## src/rtl/instr_cache_ctrl.sv

```systemverilog
// Tag/valid owner and miss-refill controller for a direct-mapped instruction cache.
// Optional hit/miss performance counters are built when ICACHE_PERF_EN is defined.
module instr_cache_ctrl #(
  parameter int TAG_W    = 21,
  parameter int INDEX_W  = 4,
  parameter int OFFSET_W = 5
) (
  input  logic                clk_i,
  input  logic                rst_ni,
  input  logic                cpu_req_i,
  input  logic [29:0]         cpu_addr_i,
  output logic                cpu_hit_o,
  output logic                cpu_stall_o,
  input  logic                flush_i,
  output logic                mem_req_o,
  output logic [29:0]         mem_addr_o,
  input  logic                mem_ack_i,
  input  logic [31:0]         mem_data_i,
  output logic                fill_we_o,
  output logic [INDEX_W-1:0]  fill_index_o,
  output logic [OFFSET_W-1:0] fill_offset_o,
  output logic [31:0]         fill_data_o
`ifdef ICACHE_PERF_EN
  ,
  output logic [31:0]         hit_cnt_o,
  output logic [31:0]         miss_cnt_o
`endif
);

  localparam int LINES = 1 << INDEX_W;
  localparam logic [OFFSET_W-1:0] LAST_WORD = '1;

  localparam logic [1:0] IDLE   = 2'd0;
  localparam logic [1:0] REFILL = 2'd1;
  localparam logic [1:0] UPDATE = 2'd2;

  logic [1:0]          state_q, state_d;
  logic [LINES-1:0]    valid_q;
  logic [TAG_W-1:0]    tag_arr [LINES];
  logic [TAG_W-1:0]    miss_tag_q;
  logic [INDEX_W-1:0]  miss_index_q;
  logic [OFFSET_W-1:0] counter_q;
  logic                flush_pend_q;

  logic [TAG_W-1:0]    req_tag;
  logic [INDEX_W-1:0]  req_index;
  logic                unused_offset;
  logic                in_idle, lookup_hit, miss, refill_ack;

  assign req_tag       = cpu_addr_i[OFFSET_W+INDEX_W +: TAG_W];
  assign req_index     = cpu_addr_i[OFFSET_W +: INDEX_W];
  assign unused_offset = ^cpu_addr_i[OFFSET_W-1:0];

  assign in_idle    = (state_q == IDLE);
  assign lookup_hit = valid_q[req_index] && (tag_arr[req_index] == req_tag);
  assign miss       = in_idle && cpu_req_i && !lookup_hit;
  assign refill_ack = (state_q == REFILL) && mem_ack_i;

  assign cpu_hit_o   = in_idle && cpu_req_i && lookup_hit;
  assign cpu_stall_o = in_idle ? (cpu_req_i && !lookup_hit) : 1'b1;

  assign mem_req_o  = (state_q == REFILL);
  assign mem_addr_o = {miss_tag_q, miss_index_q, counter_q};

  // The fill port is forced to zero outside acknowledged refill cycles.
  assign fill_we_o     = refill_ack;
  assign fill_index_o  = refill_ack ? miss_index_q : '0;
  assign fill_offset_o = refill_ack ? counter_q : '0;
  assign fill_data_o   = refill_ack ? mem_data_i : '0;

  // NOTE: combinational blocks assign a default first so no path leaves state_d unassigned (no latch).
  always_comb begin
    state_d = state_q;
    case (state_q)
      IDLE:    if (miss) state_d = REFILL;
      REFILL:  if (refill_ack && counter_q == LAST_WORD) state_d = UPDATE;
      UPDATE:  state_d = IDLE;
      default: state_d = IDLE;
    endcase
  end

  // NOTE: sequential state uses non-blocking assignments so every register samples pre-edge values.
  always_ff @(posedge clk_i or negedge rst_ni) begin
    if (!rst_ni) begin
      state_q      <= IDLE;
      valid_q      <= '0;
      miss_tag_q   <= '0;
      miss_index_q <= '0;
      counter_q    <= '0;
      flush_pend_q <= 1'b0;
    end else begin
      state_q <= state_d;
      case (state_q)
        IDLE: begin
          if (flush_i) valid_q <= '0;
          if (miss) begin
            miss_tag_q   <= req_tag;
            miss_index_q <= req_index;
            counter_q    <= '0;
          end
        end
        REFILL: begin
          if (flush_i) flush_pend_q <= 1'b1;
          if (refill_ack) counter_q <= counter_q + 1'b1;
        end
        UPDATE: begin
          // A flush seen during the refill wins over validating the new line.
          if (flush_pend_q || flush_i) valid_q <= '0;
          else                         valid_q[miss_index_q] <= 1'b1;
          flush_pend_q <= 1'b0;
        end
        default: ;
      endcase
    end
  end

  // NOTE: the tag array is storage, not control; valid bits gate it, so it carries no reset.
  always_ff @(posedge clk_i) begin
    if (state_q == UPDATE) tag_arr[miss_index_q] <= miss_tag_q;
  end

`ifdef ICACHE_PERF_EN
  always_ff @(posedge clk_i or negedge rst_ni) begin
    if (!rst_ni) begin
      hit_cnt_o  <= '0;
      miss_cnt_o <= '0;
    end else begin
      if (cpu_hit_o && hit_cnt_o != 32'hFFFF_FFFF) hit_cnt_o <= hit_cnt_o + 32'd1;
      if (miss && miss_cnt_o != 32'hFFFF_FFFF)     miss_cnt_o <= miss_cnt_o + 32'd1;
    end
  end
`endif

endmodule

```

## config.mk

```make
export PLATFORM = sky130hd
export DESIGN_NAME = instr_cache_ctrl
export DESIGN_NICKNAME = d
export VERILOG_FILES = /design/src/rtl/instr_cache_ctrl.sv
export SDC_FILE = /design/constraint.sdc
export NUM_CORES = 1
export LEC_CHECK = 0
export ABC_AREA = 1
export BUFFER_PORTS_ARGS = -buffer_cell sky130_fd_sc_hd__buf_4
export CAP_MARGIN = 20
export CORE_UTILIZATION = 50
export DETAILED_ROUTE_END_ITERATION = 7
export GPL_TIMING_DRIVEN = 0
export MAX_ROUTING_LAYER = met4
export PLACE_DENSITY = 0.67
export SLEW_MARGIN = 5
export SYNTH_ARGS = -nofsm -noshare
export SYNTH_HDL_FRONTEND = slang
export SYNTH_SLANG_ARGS = --single-unit
```

## constraint.sdc

```tcl
create_clock -name clk_i -period 3.3 [get_ports clk_i]
set_input_delay 0.33 -clock clk_i [delete_from_list [all_inputs] [get_ports clk_i]]
set_output_delay 0.33 -clock clk_i [all_outputs]
set_load 0.05 [all_outputs]
```

==> metrics.md, run 1 <==
| Metric | Value |
|---|---|
| Status | `complete, no violations` |
| Syn. warnings | `0` |
| Crit Path Max Fanout | `19` |
| Worst Reg2Reg Path Length in Cells | `7` |
| # H-tree levels | `2` |
| Ranking of synthesized cells by area | `edfxtp_1 60%, nand2_1 11%, dfrtp_1 7.2%` |
| Initial antenna violation count | `1` |
| CTS tree | `done` |
| PortBufs | `133` |
| Sw power | `4300 uW` |
| TritonCTS Sinks | `385` |
| Switching share of power | `0.314` |
| Gpl congestion | `0.971` |
| Slew @ Worst Pin | `960 ps` |
| Crit path max-delay cell type | `clkbuf_2` |
| Fin Clk Skew | `18.2 ps` |
| Final instance area | `20500 sq um` |
| Max Slew Vio Count | `0` |
| Crit-path most repeated cell | `nand2_1` |
| Crit path from | `cpu_addr_i[7]` |
| LEAKAGE | `0.00875 uW` |
| # rows | `67` |
| Post-Syn Instances | `1685` |
| Vias in the first global route | `12700` |
| Layout cells sized above 1 | `0.163` |
| Die Area | `34600 sq um` |
| Critical path, cell by cell | `buf_2 -> inv_2 -> clkbuf_2 -> nand3_1 -> nand3_2 -> nand2_1 -> nand2_1 -> nand2_1 -> nor2_1 -> nand2_1 -> nor2_1 -> nand3_2 -> nand2_2 -> buf_8 -> nand2_1 -> buf_4` |
| Critical Path RT | `2970 ps` |
| Setup Fix Bufs, Post-CTS | `0` |
| Power density over cell area | `668 nW/um^2` |
| Clk pin slew, worst setup/hold paths | `60 ps` |
| Post-route ant nets | `0` |
| Starting DRC count in detailed routing | `1740` |
| Pin count of the biggest net entering global routing | `50` |
| GRT overflow | `0` |
| Fin. Hold Viols | `0` |
| F_max | `318 MHz` |
| Effective utilization at floorplan | `0.506` |
| Tmin final | `3150 ps` |
| Sequential cell area fraction in the yosys report | `0.668` |
| Global-route wire length before repair | `81.8 mm` |
| Routed vias/inst | `5.69` |
| Reg2reg end | `tag_arr[2][10]` |
| Worst IR drop on VDD | `0.473 mV` |
| Worst skew pair latency | `540 ps` |
| # IOs | `142` |
| Reg-to-reg slack, setup | `870 ps` |
| Setup Viol. Count Final | `0` |
| Detailed placement HPWL | `38.7 mm` |
| Critical path's largest stage delay | `410 ps` |
| Worst r2r src | `state_q[1]` |
| Die Width | `186 microns` |
| DRC viols | `0` |
| Core Region | `33400 sq um` |
| Netlist cell types | `26` |
| Cell Area, Synth | `16900 sq um` |
| Min-delay src | `cpu_addr_i[19]` |
| Top cell type's share of synthesized area | `0.596` |
| Int Power | `9400 uW` |
| DR WL/cell | `24.1 microns` |
| Sequential share of power | `0.491` |
| Yosys top cell by area | `edfxtp_1` |
| HP Class | `in2reg` |
| MaxCap Viol Count | `0` |
| Vias | `13400` |
| Setup crit end kind | `primary output` |
| WP data arrival | `2820 ps` |
| GR Util All Layers | `0.348` |
| Comb power frac | `0.171` |
| TritonCTS buffer count | `40` |
| Area after DPL | `19000 sq um` |
| Clk pwr share | `0.338` |
| Post-route clock period utilization | `0.954` |
| Die H | `186 microns` |
| Hold Path Sink | `miss_tag_q[10]` |
| Area Growth Syn to Fin | `21.1%` |
| Syn_area_per_cell | `10.0 sq um` |
| Post-Syn Nets | `1754` |
| Final WL | `56.9 mm` |
| Clk buf depth | `3` |
| Power, Total | `13700 uW` |
| Startpoint types | `input port` |
| Hold depth | `3` |
| Filler cells | `2670` |
| Crit Path Category | `in2out` |
| Synth Register Bits | `385` |
| First-pass iteration count of the detailed router | `6` |
| Nets | `1947` |
| CTS root buf | `clkbuf_16` |
| Max_slew headroom | `0.359` |
| Unrepaired setup endpoints after global routing | `no` |
[worst max-delay path: cells and delay by family]
family	cells	cell delay, ps
buffers and inverters	5	1270
and+or+nand+nor	11	1190
[routing by layer]
layer / vias to the layer above / global-route usage / routed length (microns)
li1: 5975 / - / -
met1: 6363 / 0.448 / 22000
met2: 890 / 0.543 / 26200
met3: 193 / 0.0655 / 6140
met4: 0 / 0.144 / 2570
met5: - / - / 0
[registers in the layout, summed over array words and instances (netlist names)]
name and cells:
flush_pend_q 1, miss_index_q 4, valid_q 16, state_q 2, counter_q 5, miss_tag_q 21
tag_arr 336
[worst max path at each step]
stage                 endpoint
6_report           cpu_stall_o
5_1_grt            cpu_stall_o
4_1_cts            cpu_stall_o
3_5_place_dp       cpu_stall_o
3_3_place_gp    tag_arr[15][7]
2_1_floorplan  fill_data_o[21]
[kinds of logic after synthesis]
group / share of synthesized area
DFF: 0.668
adders and majority gates: 0.00148
AOI/OAI and AO/OA: 0.0485
buffers and inverters: 0.0721
and+or+nand+nor: 0.210
[area by class of cell]
cell class | instances | area, sq um | area share
plain buffers | 86 | 577 | 0.0281
well taps | 448 | 561 | 0.0273
diodes | 1 | 2.50 | 0.000122
clock inverters | 21 | 231 | 0.0113
multi-input cells | 1023 | 4570 | 0.223
clock buffers | 52 | 1100 | 0.0535
repair buffers | 152 | 1440 | 0.0702
flip-flops and latches | 385 | 11300 | 0.552
inverters | 190 | 716 | 0.0349
[stage by stage]
step                      utilization  cells  setup TNS, ps  setup WS (ps)  hold slack, ps
final                           0.613   2358              0            151            86.0
after CTS                       0.611   2357              0           16.8            76.1
after floorplan                     -   1685              0            242            34.4
after detailed placement        0.569   2283           -898           -369             445
after global placement          0.553   2266        -143130          -1380             437
after global routing            0.613   2358              0           3.86            90.5
[cell usage after synthesis]
cell,count
a21oi_1,11
nand3_1,189
or2_0,1
buf_6,14
or2_1,1
ha_1,2
o22ai_1,7
inv_1,187
o211ai_1,28
buf_2,35
inv_4,1
nand2_2,1
nand2_1,484
edfxtp_1,336
inv_2,2
o21ai_0,78
dfrtp_1,49
clkbuf_1,18
o21ai_1,21
nor2_1,185
nor3_1,6
o2111ai_1,1
nand4_1,7
buf_1,12
buf_4,8
o22a_1,1
[what timing repair did]
action,in CTS,in global routing
hold buffers,1,0
gates resized for setup,36,15
hold endpoints to repair,49,0
endpoints found under the setup margin,2,1
pin swaps,0,1
[power by group through the flow]
stage / Clock [uW] / Combinational (uW) / Sequential, uW
floorplan: 0 / 911 / 7110
global placement: 0 / 2260 / 6770
detailed placement: 0 / 2300 / 6810
CTS: 4610 / 2320 / 6710
global route: 4810 / 2490 / 6780
finish: 4630 / 2340 / 6720
[placed cells by master, fill, tap and decap left out, drive strengths merged, types with 2 or more instances in the layout]
master	count
dfrtp	49
clkinvlp	2
o211ai	28
clkinv	12
o21ai	99
clkdlybuf4s15	2
or2	2
nand2	485
o22ai	7
a21oi	11
nor3	6
clkbuf	75
nand3	189
edfxtp	336
ha	2
inv	192
nand4	7
nor2	185
buf	212
bufinv	5
Note: power is estimated with default switching activity, not from simulation.
==> run 2: changes to the inputs <==
Settings changed: PLACE_DENSITY 0.67 to 0.7, SETUP_SLACK_MARGIN set to 0.3.
Clock period 3.3 ns to 3.67 ns, I/O delays scaled along.
==> run 2 against run 1 <==
Final cell count up 0.17%. First-iteration DRC count up 0.69%. Register-to-register slack better by 310 ps. Setup slack better by 190 ps. Critical path depth down 3. Flip-flop and latch count unchanged. Total power down 11%. Non-clock buffer count up 2. Wire length up 1.3%. Clock power down 12%. Hold slack better by 34 ps. Die area unchanged. Critical endpoint is now cpu_hit_o.
==> metrics.md, run 2 (synthesized netlist as in run 1, its figures left out) <==
| Metric | Value |
|---|---|
| Status | `complete, no violations (unchanged)` |
| Vias in the first global route | `12800 (was 12700)` |
| Worst IR drop on VDD | `0.414 mV (was 0.473 mV)` |
| Core Region | `33400 sq um (unchanged)` |
| Slew @ Worst Pin | `969 ps (was 960 ps)` |
| Critical Path RT | `3300 ps (was 2970 ps)` |
| Die Width | `186 microns (unchanged)` |
| Commonest non-fill, non-tap cell in the layout | `nand2_1 (unchanged)` |
| Routed vias/inst | `5.70 (was 5.69)` |
| Largest regs | `tag_arr x336, miss_tag_q x21, valid_q x16 (unchanged)` |
| Starting DRC count in detailed routing | `1752 (was 1740)` |
| F_max | `301 MHz` |
| DR WL/cell | `24.4 microns (was 24.1 microns)` |
| Crit Path Category | `in2out (unchanged)` |
| Nets | `1949 (was 1947)` |
| PortBufs | `133 (unchanged)` |
| Tmin final | `3330 ps` |
| Post-route ant nets | `0 (unchanged)` |
| Clk pin slew, worst setup/hold paths | `60 ps (about the same)` |
| Crit Path Max Fanout | `10 (was 19)` |
| Die Area | `34600 sq um (unchanged)` |
| DRC viols | `0 (unchanged)` |
| GR Util All Layers | `0.354 (was 0.348)` |
| Pin count of the biggest net entering global routing | `50 (unchanged)` |
| First-pass iteration count of the detailed router | `5 (was 6)` |
| Power, Total | `12300 uW (was 13700 uW)` |
| Filler cells | `2720 (was 2670)` |
| Fin Clk Skew | `19.8 ps (was 18.2 ps)` |
| # rows | `67 (unchanged)` |
| Fin. Hold Viols | `0 (unchanged)` |
| Power density over cell area | `597 nW/um^2 (was 668 nW/um^2)` |
| TritonCTS Sinks | `385 (unchanged)` |
| Gpl congestion | `0.990 (was 0.971)` |
| Initial antenna violation count | `2 (was 1)` |
| Unrepaired setup endpoints after global routing | `no (unchanged)` |
| Clk buf depth | `3 (unchanged)` |
| Setup crit end kind | `primary output (unchanged)` |
| # H-tree levels | `2 (unchanged)` |
| CTS root buf | `clkbuf_16 (unchanged)` |
| Final WL | `57.7 mm (was 56.9 mm)` |
| # IOs | `142 (unchanged)` |
| LEAKAGE | `0.00877 uW (was 0.00875 uW)` |
| CTS tree | `done (unchanged)` |
| Hold slack final | `120 ps (was 86.0 ps)` |
| Area Growth Syn to Fin | `21.2% (was 21.1%)` |
| Max_slew headroom | `0.354 (was 0.359)` |
| Most frequent cells in the layout | `482 x nand2_1, 336 x edfxtp_1, 187 x inv_1 (was 483 x nand2_1, 336 x edfxtp_1, 187 x inv_1)` |
| Effective utilization at floorplan | `0.506 (unchanged)` |
| Setup Viol. Count Final | `0 (unchanged)` |
| WP data arrival | `2960 ps (was 2820 ps)` |
| TritonCTS buffer count | `40 (unchanged)` |
| Largest register FFs | `336 (unchanged)` |
| GRT overflow | `0 (unchanged)` |
| Max Slew Vio Count | `0 (unchanged)` |
| Vias | `13500 (was 13400)` |
| Global-route wire length before repair | `82.8 mm (was 81.8 mm)` |
| Most flop-heavy register | `tag_arr (unchanged)` |
| Die H | `186 microns (unchanged)` |
| Reg-to-reg slack, setup | `1180 ps (was 870 ps)` |
| Layout cells sized above 1 | `0.163 (about the same)` |
| Startpoint types | `input port (unchanged)` |
| Post-route clock period utilization | `0.906` |
| Detailed placement HPWL | `38.7 mm (about the same)` |
| Worst skew pair latency | `540 ps (about the same)` |
| HP Class | `in2reg (unchanged)` |
| MaxCap Viol Count | `0 (unchanged)` |
[run 2: final timing paths]
path | end | startpoint | cells past startpoint
worst max-delay path | cpu_hit_o | cpu_addr_i[7] | 13
worst min-delay path | counter_q[4] | mem_ack_i | 3
worst max register to register | tag_arr[12][0] | state_q[1] | 7
worst min register to register | valid_q[3] | valid_q[3] | 2
max in group asynchronous | miss_tag_q[0] | rst_ni | 2
min in group asynchronous | counter_q[2] | rst_ni | 2
[run 2: worst max-delay path: stages]
cell	delay, ps
buf_2	200
inv_2	260
buf_2	330
o211ai_1	240
nand3_1	190
nand2_2	60
buf_4	150
nand2_1	60
nand4_1	80
nor3_1	260
nand3_1	230
nor2_1	270
buf_4	250
[run 2: area by class of cell]
cell class | count | area (sq um) | share of cell area
Tap cell | 448 | 561 | 0.0273
Clock inverter | 12 | 169 | 0.00823
Multi-Input combinational cell | 1023 | 4560 | 0.222
Inverter | 190 | 716 | 0.0349
Timing Repair Buffer | 153 | 1440 | 0.0703
Antenna cell | 2 | 5.00 | 0.000244
Sequential cell | 385 | 11300 | 0.551
Buffer | 87 | 621 | 0.0302
Clock buffer | 62 | 1130 | 0.0553
[run 2: repair_timing]
action                                  CTS  global route
endpoints found under the hold margin    49             0
endpoints found under the setup margin    2             2
setup buffers                             0             1
pin swaps                                 0             2
hold buffers                              1             0
resized for setup                        15            62
[run 2: stage by stage]
step,cells,TNS [ps],util,area (sq um),setup WS [ps]
final,2362,0,0.614,20500,344
after floorplan,1685,0,-,16900,326
after global routing,2362,0,0.614,20500,288
after CTS,2358,0,0.609,20400,232
after global placement,2266,-35450,0.553,18500,-1050
after detailed placement,2283,-16.5,0.569,19000,-16.5
[run 2: where the power goes]
group | internal (uW) | total [uW] | leakage (uW) | switching, uW
Clock | 2420 | 4090 | 0.000633 | 1670
Sequential | 5420 | 6040 | 0.00368 | 626
Combinational | 581 | 2130 | 0.00446 | 1540
Total | 8420 | 12300 | 0.00877 | 3840
[run 2: per-layer routing]
layer / wire length (microns) / part of all wire / GRT usage / vias up
li1: - / - / - / 5972
met1: 20800 / 0.36 / 0.441 / 6295
met2: 26700 / 0.46 / 0.559 / 992
met3: 7340 / 0.13 / 0.0790 / 205
met4: 2850 / 0.049 / 0.147 / 0
met5: 0 / 0 / - / -
==> run 3: changes to the inputs <==
Settings changed: CORE_MARGIN set to 2, CTS_CLUSTER_DIAMETER set to 60.
==> run 3 against run 2 <==
Total power down 2.2%. Global-route usage down 1.7 points. Flip-flop and latch count stayed put. Critical path type unchanged. Critical endpoint is now cpu_stall_o.
==> metrics.md, run 3 (synthesized netlist as in run 1, its figures left out) <==
| Metric | Value |
|---|---|
| Initial antenna violation count | `1 (was 2)` |
| # IOs | `142 (unchanged)` |
| Largest regs | `tag_arr x336, miss_tag_q x21, valid_q x16 (unchanged)` |
| Crit Path Category | `in2out (unchanged)` |
| Setup crit end kind | `primary output (unchanged)` |
| Worst r2r src | `state_q[1] (unchanged)` |
| CTS tree | `done (unchanged)` |
| Slew @ Worst Pin | `998 ps (was 969 ps)` |
| TritonCTS buffer count | `40 (unchanged)` |
| Crit path from | `cpu_addr_i[7] (unchanged)` |
| Filler cells | `2706 (was 2720)` |
| Max_slew headroom | `0.331 (was 0.354)` |
| Worst skew pair latency | `550 ps (was 540 ps)` |
| DRC viols | `0 (unchanged)` |
| Unrepaired setup endpoints after global routing | `no (unchanged)` |
| # rows | `67 (unchanged)` |
| GR Util All Layers | `0.337 (was 0.354)` |
| Global-route wire length before repair | `83.1 mm (was 82.8 mm)` |
| Worst IR drop on VDD | `0.566 mV (was 0.414 mV)` |
| Gpl congestion | `0.964 (was 0.990)` |
| Tmin final | `3330 ps (about the same)` |
| FF/Latch Area | `11300 sq um (unchanged)` |
| Routed vias/inst | `5.68 (was 5.70)` |
| Most flop-heavy register | `tag_arr (unchanged)` |
| TritonCTS Sinks | `385 (unchanged)` |
| Power, Total | `12000 uW (was 12300 uW)` |
| # placed instances | `2282 (was 2283)` |
| Final Instance Count excl. Fillers | `2358 (was 2362)` |
| WP data arrival | `2960 ps (about the same)` |
| Reg-to-reg slack, setup | `1200 ps (was 1180 ps)` |
| Startpoint types | `input port (unchanged)` |
| Area of the multi-input gates | `4530 sq um (was 4560 sq um)` |
| LEAKAGE | `0.00869 uW (was 0.00877 uW)` |
| Min-delay src | `cpu_addr_i[25] (was mem_ack_i)` |
| DR WL/cell | `24.4 microns (about the same)` |
| Largest register FFs | `336 (unchanged)` |
| Fin util | `0.609 (was 0.614)` |
| Clk pin slew, worst setup/hold paths | `60 ps (about the same)` |
| F_max | `300 MHz (was 301 MHz)` |
| Nets | `1948 (was 1949)` |
| Post-route clock period utilization | `0.907 (was 0.906)` |
| Post-route ant nets | `0 (unchanged)` |
| Clk buf depth | `3 (unchanged)` |
| Effective utilization at floorplan | `0.506 (unchanged)` |
| Layout cells sized above 1 | `0.156 (was 0.163)` |
| Most frequent cells in the layout | `483 x nand2_1, 336 x edfxtp_1, 188 x nand3_1 (was 482 x nand2_1, 336 x edfxtp_1, 187 x inv_1)` |
| Setup Viol. Count Final | `0 (unchanged)` |
| CTS root buf | `clkbuf_16 (unchanged)` |
| Final WL | `57.6 mm (was 57.7 mm)` |
| Die H | `188 microns (was 186 microns)` |
| Power density over cell area | `589 nW/um^2 (was 597 nW/um^2)` |
| Core Region | `33400 sq um (unchanged)` |
| First-pass iteration count of the detailed router | `6 (was 5)` |
| PortBufs | `133 (unchanged)` |
| Die Width | `188 microns (was 186 microns)` |
| Critical Path RT | `3300 ps (about the same)` |
| Crit Path Max Fanout | `10 (unchanged)` |
| Status | `complete, no violations (unchanged)` |
| Max Slew Vio Count | `0 (unchanged)` |
| MaxCap Viol Count | `0 (unchanged)` |
| Area Growth Syn to Fin | `20.2% (was 21.2%)` |
| Hold depth | `3 (unchanged)` |
| Starting DRC count in detailed routing | `1603 (was 1752)` |
| Fin Clk Skew | `25.2 ps (was 19.8 ps)` |
| Commonest non-fill, non-tap cell in the layout | `nand2_1 (unchanged)` |
| Vias in the first global route | `13300 (was 12800)` |
| Worst Reg2Reg Path Length in Cells | `7 (unchanged)` |
| Fin. Hold Viols | `0 (unchanged)` |
| HP Class | `in2reg (unchanged)` |
| Pin count of the biggest net entering global routing | `50 (unchanged)` |
| GRT overflow | `0 (unchanged)` |
| Detailed placement HPWL | `38.6 mm (was 38.7 mm)` |
| Die Area | `35400 sq um (was 34600 sq um)` |
| # H-tree levels | `2 (unchanged)` |
| Vias | `13400 (was 13500)` |
## run 3: metrics by stage
step | setup WS (ps) | area [sq um] | setup TNS, ps | hold slack (ps)
floorplan | 326 | 16900 | 0 | 71.4
global placement | -958 | 18500 | -22300 | 475
detailed placement | 13.7 | 19000 | 0 | 488
CTS | 306 | 20300 | 0 | 113
global route | 303 | 20400 | 0 | 125
finish | 342 | 20400 | 0 | 126
## run 3: worst max-delay path, stage by stage
cell and delay (ps):
buf_2 180, inv_2 250, buf_2 410, nand3_1 160, nand3_1 200, nand2_1 70
nand2_1 100, nand2_1 60, nor2_1 110, nand2_1 60, nor2_1 100, nand3_1 150
nand2_2 140, buf_12 170, buf_8 160, nand2_1 60, buf_4 190
## run 3: what timing repair did
action	4_1_cts	5_1_grt
hold buffers	1	0
endpoints found under the setup margin	2	2
gates resized for setup	19	32
pin swaps	0	3
cloned	0	0
setup buffers	0	1
hold endpoints to repair	49	0
## run 3: area by class of cell
| type | instances | area share |
|---|---|---|
| Antenna cell | 1 | 0.000123 |
| Buffer | 87 | 0.0290 |
| Inverter | 190 | 0.0352 |
| Multi-Input combinational cell | 1023 | 0.222 |
| Timing Repair Buffer | 152 | 0.0701 |
| Clock inverter | 12 | 0.00436 |
| Clock buffer | 60 | 0.0554 |
| Sequential cell | 385 | 0.556 |
| Tap cell | 448 | 0.0275 |
## run 3: layer usage
metal  vias to the layer above  GRT usage  share of wire
met5                         -          -              0
met4                         0      0.154          0.051
met3                       189     0.0799           0.13
met2                       954      0.526           0.46
met1                      6287      0.417           0.36
li1                       5966          -              -
## run 3: path summary, 6_finish.rpt
path / endpoint
max reg2reg: tag_arr[4][14]
min in group asynchronous: counter_q[3]
max: cpu_stall_o
min: miss_tag_q[16]
max in group asynchronous: miss_tag_q[14]
min reg2reg: valid_q[15]
## run 3: where the power goes
group          total, uW  internal [uW]  switching [uW]
Clock               3830           2200            1630
Combinational       2120            576            1540
Sequential          6040           5420             616
